### src/rtl/uart_pkg.sv
// Shared UART definitions: receiver state encoding, frame width and baud divisor helper.
`timescale 1ns/1ps
package uart_pkg;

   localparam int DATA_BITS = 8;

   typedef enum logic [2:0] {
      IDLE,
      START,
      DATA,
      STOP,
      BREAK
   } rx_state_t;

   function automatic int clks_per_bit(input int clk_freq_hz, input int baud_rate);
      return clk_freq_hz / baud_rate;
   endfunction

endpackage

### src/rtl/uart_rx_fifo.sv
// First-word-fall-through FIFO with extra-MSB pointers; the head entry is always visible on pop_data_o.
`timescale 1ns/1ps
module uart_rx_fifo #(
   parameter int DEPTH = 4,
   parameter int WIDTH = 8
) (
   input  logic                     clk,
   input  logic                     resetn,
   input  logic                     push_i,
   input  logic [WIDTH-1:0]         push_data_i,
   output logic                     full_o,
   input  logic                     pop_i,
   output logic [WIDTH-1:0]         pop_data_o,
   output logic                     empty_o,
   output logic [$clog2(DEPTH):0]   count_o
);

   localparam int AW = $clog2(DEPTH);

   logic [WIDTH-1:0] mem_q [DEPTH];
   logic [AW:0]      wr_ptr_q, wr_ptr_d;
   logic [AW:0]      rd_ptr_q, rd_ptr_d;
   logic             do_push, do_pop;

   assign empty_o = (wr_ptr_q == rd_ptr_q);
   assign full_o  = (wr_ptr_q[AW] != rd_ptr_q[AW]) && (wr_ptr_q[AW-1:0] == rd_ptr_q[AW-1:0]);
   assign count_o = wr_ptr_q - rd_ptr_q;

   // A pop frees the slot the push lands in, so a full FIFO still accepts a push when popped.
   assign do_pop  = pop_i & ~empty_o;
   assign do_push = push_i & (~full_o | do_pop);

   assign pop_data_o = mem_q[rd_ptr_q[AW-1:0]];

   always_comb begin
      wr_ptr_d = wr_ptr_q;
      rd_ptr_d = rd_ptr_q;
      if (do_push) wr_ptr_d = wr_ptr_q + 1'b1;
      if (do_pop)  rd_ptr_d = rd_ptr_q + 1'b1;
   end

   always_ff @(posedge clk or negedge resetn) begin
      if (!resetn) begin
         wr_ptr_q <= '0;
         rd_ptr_q <= '0;
         for (int i = 0; i < DEPTH; i++) mem_q[i] <= '0;
      end else begin
         wr_ptr_q <= wr_ptr_d;
         rd_ptr_q <= rd_ptr_d;
         if (do_push) mem_q[wr_ptr_q[AW-1:0]] <= push_data_i;
      end
   end

endmodule

### src/rtl/uart_rx_bridge.sv
// 8N1 UART receiver: line synchronizer, mid-bit sampling FSM, FWFT byte FIFO, framing/overrun flags.
//  state | meaning
//  IDLE  | line high, waiting for a start edge
//  START | half-bit wait, confirm start bit (reject glitches)
//  DATA  | sample 8 data bits LSB-first at bit centres
//  STOP  | sample stop bit, push byte or flag framing error
//  BREAK | line held low after framing error, wait for high
`timescale 1ns/1ps
module uart_rx_bridge
   import uart_pkg::*;
#(
   parameter int CLK_FREQ_HZ = 100000000,
   parameter int BAUD_RATE   = 115200,
   parameter int FIFO_DEPTH  = 4
) (
   input  logic       clk,
   input  logic       resetn,
   input  logic       rxd_i,
   output logic [7:0] rx_byte_o,
   output logic       rx_valid_o,
   input  logic       rx_ready_i,
   output logic       frame_err_o,
   output logic       overrun_o,
   input  logic       overrun_clr_i,
   output logic       busy_o
);

   localparam int CPB   = clks_per_bit(CLK_FREQ_HZ, BAUD_RATE);
   localparam int CNT_W = $clog2(CPB);
   localparam int IDX_W = $clog2(DATA_BITS);
   localparam int FAW   = $clog2(FIFO_DEPTH);

   localparam logic [CNT_W-1:0] HALF_LOAD = CNT_W'(CPB / 2 - 1);
   localparam logic [CNT_W-1:0] FULL_LOAD = CNT_W'(CPB - 1);
   localparam logic [IDX_W-1:0] LAST_BIT  = IDX_W'(DATA_BITS - 1);

   rx_state_t              state_q, state_d;
   logic [CNT_W-1:0]       cnt_q, cnt_d;
   logic [IDX_W-1:0]       bit_q, bit_d;
   logic [DATA_BITS-1:0]   shift_q, shift_d;
   logic                   frame_err_q, frame_err_d;
   logic                   overrun_q, overrun_d;
   logic [1:0]             sync_q;
   logic                   rxs, cnt_zero, push, pop;
   logic                   fifo_full, fifo_empty;
   logic [7:0]             fifo_data;
   logic [FAW:0]           fifo_count;

   assign rxs      = sync_q[1];
   assign cnt_zero = (cnt_q == '0);

   always_comb begin
      state_d     = state_q;
      cnt_d       = cnt_q;
      bit_d       = bit_q;
      shift_d     = shift_q;
      frame_err_d = 1'b0;
      push        = 1'b0;
      case (state_q)
         IDLE: begin
            if (!rxs) begin
               cnt_d   = HALF_LOAD;
               state_d = START;
            end
         end
         START: begin
            if (!cnt_zero) begin
               cnt_d = cnt_q - 1'b1;
            end else if (rxs) begin
               state_d = IDLE;
            end else begin
               cnt_d   = FULL_LOAD;
               bit_d   = '0;
               state_d = DATA;
            end
         end
         DATA: begin
            if (!cnt_zero) begin
               cnt_d = cnt_q - 1'b1;
            end else begin
               shift_d = {rxs, shift_q[DATA_BITS-1:1]};
               cnt_d   = FULL_LOAD;
               if (bit_q == LAST_BIT) state_d = STOP;
               else                   bit_d   = bit_q + 1'b1;
            end
         end
         STOP: begin
            // Leaving mid-stop-bit lets the next start edge be caught without an idle gap.
            if (!cnt_zero) begin
               cnt_d = cnt_q - 1'b1;
            end else if (rxs) begin
               push    = 1'b1;
               state_d = IDLE;
            end else begin
               frame_err_d = 1'b1;
               state_d     = BREAK;
            end
         end
         BREAK: begin
            if (rxs) state_d = IDLE;
         end
         default: state_d = IDLE;
      endcase
   end

   assign pop       = rx_valid_o & rx_ready_i;
   assign overrun_d = (push & fifo_full & ~pop) | (overrun_q & ~overrun_clr_i);

   always_ff @(posedge clk or negedge resetn) begin
      if (!resetn) begin
         sync_q      <= 2'b11;
         state_q     <= IDLE;
         cnt_q       <= '0;
         bit_q       <= '0;
         shift_q     <= '0;
         frame_err_q <= 1'b0;
         overrun_q   <= 1'b0;
      end else begin
         sync_q      <= {sync_q[0], rxd_i};
         state_q     <= state_d;
         cnt_q       <= cnt_d;
         bit_q       <= bit_d;
         shift_q     <= shift_d;
         frame_err_q <= frame_err_d;
         overrun_q   <= overrun_d;
      end
   end

   uart_rx_fifo #(
      .DEPTH (FIFO_DEPTH),
      .WIDTH (8)
   ) u_fifo (
      .clk         (clk),
      .resetn      (resetn),
      .push_i      (push),
      .push_data_i (shift_q),
      .full_o      (fifo_full),
      .pop_i       (pop),
      .pop_data_o  (fifo_data),
      .empty_o     (fifo_empty),
      .count_o     (fifo_count)
   );

   assign rx_valid_o  = (fifo_count != '0);
   assign rx_byte_o   = fifo_empty ? 8'h00 : fifo_data;
   assign frame_err_o = frame_err_q;
   assign overrun_o   = overrun_q;
   assign busy_o      = (state_q != IDLE);

endmodule

### config.mk
export PLATFORM = sky130hd
export DESIGN_NAME = uart_rx_bridge
export DESIGN_NICKNAME = d
export VERILOG_FILES = /design/src/rtl/uart_pkg.sv /design/src/rtl/uart_rx_fifo.sv /design/src/rtl/uart_rx_bridge.sv
export SDC_FILE = /design/constraint.sdc
export NUM_CORES = 1
export LEC_CHECK = 0
export ABC_AREA = 0
export BUFFER_PORTS_ARGS = -buffer_cell sky130_fd_sc_hd__buf_2
export CAP_MARGIN = 20
export CORE_ASPECT_RATIO = 0.7
export CORE_UTILIZATION = 61
export DETAILED_ROUTE_END_ITERATION = 8
export PLACE_DENSITY = 0.84
export SYNTH_ARGS = -nofsm -noshare
export SYNTH_HDL_FRONTEND = slang
export SYNTH_HIERARCHICAL = 1
export SYNTH_SLANG_ARGS = --single-unit
export TNS_END_PERCENT = 5
### constraint.sdc
create_clock -name clk -period 3.7 [get_ports clk]
set_clock_uncertainty 0.2 [all_clocks]
set_input_delay 1.11 -clock clk [delete_from_list [all_inputs] [get_ports clk]]
set_output_delay 1.11 -clock clk [all_outputs]
set_load 0.005 [all_outputs]
==> summary.md, run 1 <==
| Metric | Value |
|---|---|
| Min Tclk post-route | 3.489 ns |
| H-tree levels | 3 |
| Data required, critical path | 2.39 ns |
| Clk_lat worst skew | 0.34 ns |
| Remaining global-route overflow | 0 |
| Final Net Count | 308 |
| Seq pwr share | 0.456 |
| Worst setup path startpoint | u_fifo/wr_ptr_q[0]$_DFFE_PN0P_ |
| Post-CTS Setup Inserts | 0 |
| HP Class | flop to flop |
| Clock sink count | 66 |
| Cts bufs inserted | 9 |
| Wire per inst | 17.78 um |
| Leakage power | 0.001805 uW |
| Initial antenna violation count | 0 |
| I/O pin total | 17 |
| Dpl ws | 0.3927 ns |
| Area growth syn-to-layout | 10.65% |
| Reg clk slew, reported paths | 0.07 ns |
| Die width | 90.70 um |
| Max IR drop VDD | 0.3183 mV |
| Crit path to | rx_byte_o[1] |
| Mapped Nets | 286 |
| Clock buffer depth | 2 |
| Via density | 5.943 |
| Die Area | 5813 sq um |
| RR Endpoint | u_fifo/mem_q[0]$_DFFE_PN0P_ |
| Yosys warns | 6 |
| Dominant cells by area after synthesis | dfrtp_1, mux2_2, mux4_2 |
| Comb pwr share | 0.180 |
| Period utilisation layout | 0.9431 |
| Clock group share of total power | 0.364 |
| Final wirelength | 6.544 mm |
| R2r worst-path depth | 10 |
| Largest net degree at the start of global routing | 35 |
| IO Port Bufs | 16 |
| Post-Syn Area | 3359 sq um |
| Rows | 22 |
| CTS tree | built |
| Run status | complete, no violations |
| Cell Pwr Density | 453.7 nW/um^2 |
| Vias in the first global route | 2131 |
| Crit Path Category | flop to primary output |
| Worst-Margin Slew | 0.6601 ns |
| Part of the Yosys area used for sequential elements | 0.4924 |
| Top sig layer | met4 |
| Met3 WL | 384 um |
| Syn Inst Count | 269 |
| Post-synth EDFFs | 0 |
| Placeable core region | 5285 sq um |
| Root Buffer | clkbuf_8 |
| RR Startpoint | u_fifo/wr_ptr_q[0]$_DFFE_PN0P_ |
| Gpl congestion | 0.9325 |
| Fin. Hold Viols | 0 |
| # diodes | 0 |
| Initial core utilization | 0.6357 |
| FMAX | 286.6 MHz |
| Gates resized, CTS repair | 0 |
| Hold slack final | 0.1580 ns |
| Switch Pwr | 484.2 uW |
| DRC viols | 0 |
| Global-route wire length before repair | 10.96 mm |
| HPWL Detailed | 4.513 mm |
| RSZ-0062 raised after global routing | false |
| Worst setup margin | 0.2107 ns |
| Yosys top cell by area | dfrtp_1 |
| Register bit count reported by yosys | 66 |
| Headroom to the max-slew limit | 0.5583 |
| Initial DRT Pass Iterations | 4 |
| Switching Share | 0.2871 |
| # hold bufs at CTS | 0 |
| Antenna viol nets, final | 0 |
| Top cell type's share of synthesized area | 0.4767 |
| Met2 WL | 2.824 mm |
| Initial detailed-routing violation count | 244 |
| R2R setup slack | 0.38 ns |
| Max Cap Viol | 0 |
| Total number of vias | 2187 |
| Async SR Flop Fraction | 1.000 |
| Share of cells above drive strength 1 | 0.3412 |
| Predominant post-synthesis flop cell | dfrtp_1 |
| Metal-1 WL | 3.270 mm |
| Pins Over Slew Limit | 0 |
| Setup TNS | 0 ns |
| Critical path arrival | 2.18 ns |
| Int Pwr | 1202 uW |
| Critical Path Sink Type | primary output |
| Crit start category | flop |
| Die Y-Extent | 64.09 um |
| # setup viols final | 0 |
| Largest fanout on the critical path | 8 |
| Synth cell types | 54 |
| Avg Inst Size Synth | 12.49 sq um |
| GRT Total Usage | 0.2541 |
## power groups by stage
stage | Sequential (uW) | Clock [uW] | Combinational, uW
global placement | 782 | 0 | 297
floorplan | 773 | 0 | 222
detailed placement | 783 | 0 | 306
finish | 769 | 614 | 303
CTS | 769 | 623 | 306
global route | 772 | 651 | 337
## per-stage QoR
step           power, uW  utilization  area, sq um  instances
3_3_place_gp        1079       0.6650         3515        352
6_report            1686       0.7034         3717        368
2_1_floorplan      995.4            -         3359        269
4_1_cts             1698       0.7034         3717        368
5_1_grt             1760       0.7034         3717        368
3_5_place_dp        1088       0.6650         3515        352
## Yosys cell counts (4+ instances only)
master	n
nor3_1	4
nand2_1	14
xnor2_1	4
or3_1	4
mux2_2	35
mux4_2	8
dfrtp_1	64
nor2b_1	9
inv_1	10
clkbuf_1	5
nor2_1	19
a21oi_1	7
ha_1	11
o21ai_0	7
mux2_4	8
## state kept, by name, indices dropped and copies added (netlist names)
signal,cells
shift_q,8
sync_q,2
u_fifo/wr_ptr_q,3
u_fifo/mem_q,32
cnt_q,10
state_q,3
frame_err_o,1
u_fifo/rd_ptr_q,3
overrun_o,1
bit_q,3
## how the worst min path moves through the flow
stage | cells past startpoint | slack (ns) | startpoint | endpoint
after floorplan | 0 | 0.15 | sync_q[0]$_DFF_PN1_ | sync_q[1]$_DFF_PN1_
after global placement | 0 | 0.15 | sync_q[0]$_DFF_PN1_ | sync_q[1]$_DFF_PN1_
after detailed placement | 0 | 0.15 | sync_q[0]$_DFF_PN1_ | sync_q[1]$_DFF_PN1_
after CTS | 0 | 0.16 | sync_q[0]$_DFF_PN1_ | sync_q[1]$_DFF_PN1_
after global routing | 0 | 0.16 | sync_q[0]$_DFF_PN1_ | sync_q[1]$_DFF_PN1_
final | 0 | 0.16 | sync_q[0]$_DFF_PN1_ | sync_q[1]$_DFF_PN1_
## layout make-up
cell class,instances,area (sq um)
Timing Repair Buffer,21,117.6
Multi-Input combinational cell,183,1615
Sequential cell,66,1654
Inverter,10,37.54
Tap cell,72,90.09
Fill cell,378,1568
Clock buffer,10,137.6
Clock inverter,6,65.06
## metal layers
| metal | global-route usage | vias up |
|---|---|---|
| met2 | 0.3485 | 69 |
| li1 | - | 1022 |
| met1 | 0.3893 | 1089 |
| met4 | 0.07258 | 0 |
| met3 | 0.07619 | 7 |
| met5 | 0 | - |
## placed cells by master (no fill, tap or decap), types with 3 or more instances in the layout
cell       n
mux4_2     8
nor3_1     4
a21oi_2    3
buf_4      5
ha_1      11
mux2_2    35
a22o_1     3
clkbuf_8  10
xnor2_1    4
nor2b_1    9
buf_2     16
inv_1     10
o21ai_0    7
nand3b_1   3
a21oi_1    7
nand2_1   14
or3_1      4
nor2_1    19
dfrtp_1   64
nand2b_1   3
mux2_4     8
## cell families after synthesis
family / Yosys count / share of synthesized area
flip-flops: 66 / 0.4924
multiplexers: 53 / 0.2127
XOR/XNOR: 5 / 0.01527
AO/OA/AOI/OAI: 43 / 0.09311
AND/OR/NAND/NOR: 70 / 0.1128
buffers and inverters: 20 / 0.02682
adder cells (fa/ha/maj): 12 / 0.04693
## worst max-delay path: stages (launching register included)
cell and delay (ns):
dfrtp_1 0.42, inv_1 0.10, ha_1 0.35, nand2_1 0.14
nor2_1 0.54, nor2b_1 0.13, buf_2 0.16
No activity file was read; power rests on OpenSTA's default activity.
==> run 2: changes to the inputs <==
CORE_UTILIZATION = 44   (was 61)
PLACE_DENSITY = 0.65   (was 0.84)
==> run 2 against run 1 <==
Compared with the run above:
- worst setup slack better by 0.051 ns
- final cell count up 7.1%
- critical path type unchanged
- largest power group unchanged
- clock-buffer cell count unchanged
- core utilization down 20 points
- global-route usage down 7.1 points
- critical endpoint is now rx_valid_o
- highest routed layer unchanged
==> summary.md, run 2 (synthesis gave the netlist of run 1 again) <==
| Metric | Value |
|---|---|
| IO Port Bufs | 16 (unchanged) |
| Crit start category | flop |
| Max IR drop VDD | 0.1689 mV (-47%) |
| Final Net Count | 308 (unchanged) |
| RSZ-0062 raised after global routing | false |
| Pwr Total | 1630 uW (-3.3%) |
| Setup TNS | 0 ns (unchanged) |
| Gpl congestion | 0.8943 (-4.1%) |
| Die width | 106.4 um (+17%) |
| Clock sink count | 66 (unchanged) |
| # hold bufs at CTS | 0 (unchanged) |
| Remaining global-route overflow | 0 (unchanged) |
| Cts bufs inserted | 9 (unchanged) |
| Die Y-Extent | 75.11 um (+17%) |
| CTS tree | built |
| Crit Path Category | flop to primary output |
| Most common cell after layout, fill and taps aside | dfrtp_1 |
| Headroom to the max-slew limit | 0.4270 (-0.1313) |
| Run status | complete, no violations |
| Wire per inst | 16.81 um (-5.5%) |
| Root Buffer | clkbuf_8 |
| H-tree levels | 3 (unchanged) |
| Cell Pwr Density | 437.2 nW/um^2 (-3.6%) |
| Min Tclk post-route | 3.438 ns (-0.05116 ns) |
| FMAX | 290.9 MHz (+1.5%) |
| Most frequent cells in the layout | dfrtp_1, mux2_2, nor2_1 |
| Area growth syn-to-layout | 10.99% |
| Data required, critical path | 2.39 ns (about the same) |
| Max Cap Viol | 0 (unchanged) |
| Initial DRT Pass Iterations | 4 (unchanged) |
| HPWL Detailed | 4.546 mm (+0.72%) |
| DRC viols | 0 (unchanged) |
| Hold path start | sync_q[0]$_DFF_PN1_ |
| Largest net degree at the start of global routing | 40 (+14%) |
| # diodes | 0 (unchanged) |
| Via density | 5.558 (-6.5%) |
| Pins Over Slew Limit | 0 (unchanged) |
| Period utilisation layout | 0.9292 (-0.01383) |
| Placeable core region | 7352 sq um (+39%) |
| HP Class | flop to flop |
| Initial core utilization | 0.4569 (-0.1787) |
| Critical path arrival | 2.13 ns (-0.05 ns) |
| Vias in the first global route | 2045 (-4.0%) |
| Global-route wire length before repair | 10.92 mm (-0.32%) |
| Fin. Hold Viols | 0 (unchanged) |
| Clk_lat worst skew | 0.34 ns (about the same) |
| Rows | 26 (+18%) |
| # setup viols final | 0 (unchanged) |
| Largest fanout on the critical path | 4 (-4) |
| Share of cells above drive strength 1 | 0.3446 (+0.003378) |
| Reg clk slew, reported paths | 0.07 ns (about the same) |
| Largest Register | u_fifo/mem_q |
| I/O pin total | 17 (unchanged) |
| Final wirelength | 6.622 mm (+1.2%) |
| Die Area | 7994 sq um (+38%) |
| Clock buffer depth | 2 (unchanged) |
| Worst-Margin Slew | 0.8595 ns (+0.1994 ns) |
| Initial detailed-routing violation count | 196 (-20%) |
| Largest registers | u_fifo/mem_q: 32 flops, cnt_q: 10 flops, shift_q: 8 flops |
| Antenna viol nets, final | 0 (unchanged) |
| Critical Path Sink Type | primary output |
| Total number of vias | 2190 (+0.14%) |
| Worst setup path startpoint | u_fifo/wr_ptr_q[0]$_DFFE_PN0P_ |
| GRT Total Usage | 0.1829 (-0.07126) |
| Initial antenna violation count | 0 (unchanged) |
| Max reg flops | 32 (unchanged) |
| Leakage power | 0.001787 uW (-1.0%) |
| Fin util | 0.5071 (-0.1962) |
| RR Startpoint | u_fifo/wr_ptr_q[0]$_DFFE_PN0P_ |
-- run 2: power by group --
group	leakage, uW	internal (uW)	switching, uW
clock network	0.0000847	261	287
registers	0.000884	741	32.5
logic	0.000818	131	178
total	0.00179	1130	497
-- run 2: per-layer routing --
layer  share of wire  up-vias  track usage
met5               0        -            0
met4           0.012        0      0.06088
met3           0.062        8      0.06061
met2            0.41       70       0.2439
met1            0.52     1087       0.2760
li1                -     1025            -
-- run 2: what timing repair did --
action | 4_1_cts | 5_1_grt
endpoints found under the hold margin | 0 | 0
endpoints found under the setup margin | 0 | 8
gates resized for setup | 0 | 1
buffers inserted | 0 | 0
-- run 2: path summary, 6_finish.rpt --
check                      slack [ns]                     endpoint  cells past startpoint
max in group asynchronous        1.84  u_fifo/mem_q[8]$_DFFE_PN0P_                      2
min                              0.16          sync_q[1]$_DFF_PN1_                      0
max                              0.26                   rx_valid_o                      6
min in group asynchronous        0.67  u_fifo/mem_q[3]$_DFFE_PN0P_                      1
min reg2reg                      0.16          sync_q[1]$_DFF_PN1_                      0
max reg2reg                      0.34  u_fifo/mem_q[6]$_DFFE_PN0P_                     10
-- run 2: cell type report --
class / instances / area, sq um
well taps: 98 / 122.6
fillers: 679 / 3623
clock buffers: 10 / 137.6
clock inverters: 6 / 41.29
flip-flops and latches: 66 / 1654
repair buffers: 21 / 117.6
inverters: 10 / 37.54
multi-input cells: 183 / 1618
-- run 2: worst max-delay path, cell delays in order (launching register included) --
cell and delay [ns]:
dfrtp_1 0.41, inv_1 0.11, ha_1 0.23, fa_1 0.48, inv_1 0.03, or3_1 0.38, buf_2 0.14
-- run 2: per-stage QoR --
stage	hold slack, ns	setup slack (ns)	instance area (sq um)	std cells
finish	0.1612	0.2618	3729	394
detailed placement	0.1512	0.3659	3547	378
global route	0.1783	0.1582	3729	394
global placement	0.1454	0.3940	3547	378
floorplan	0.1452	0.7512	3359	269
CTS	0.1626	0.03873	3726	394
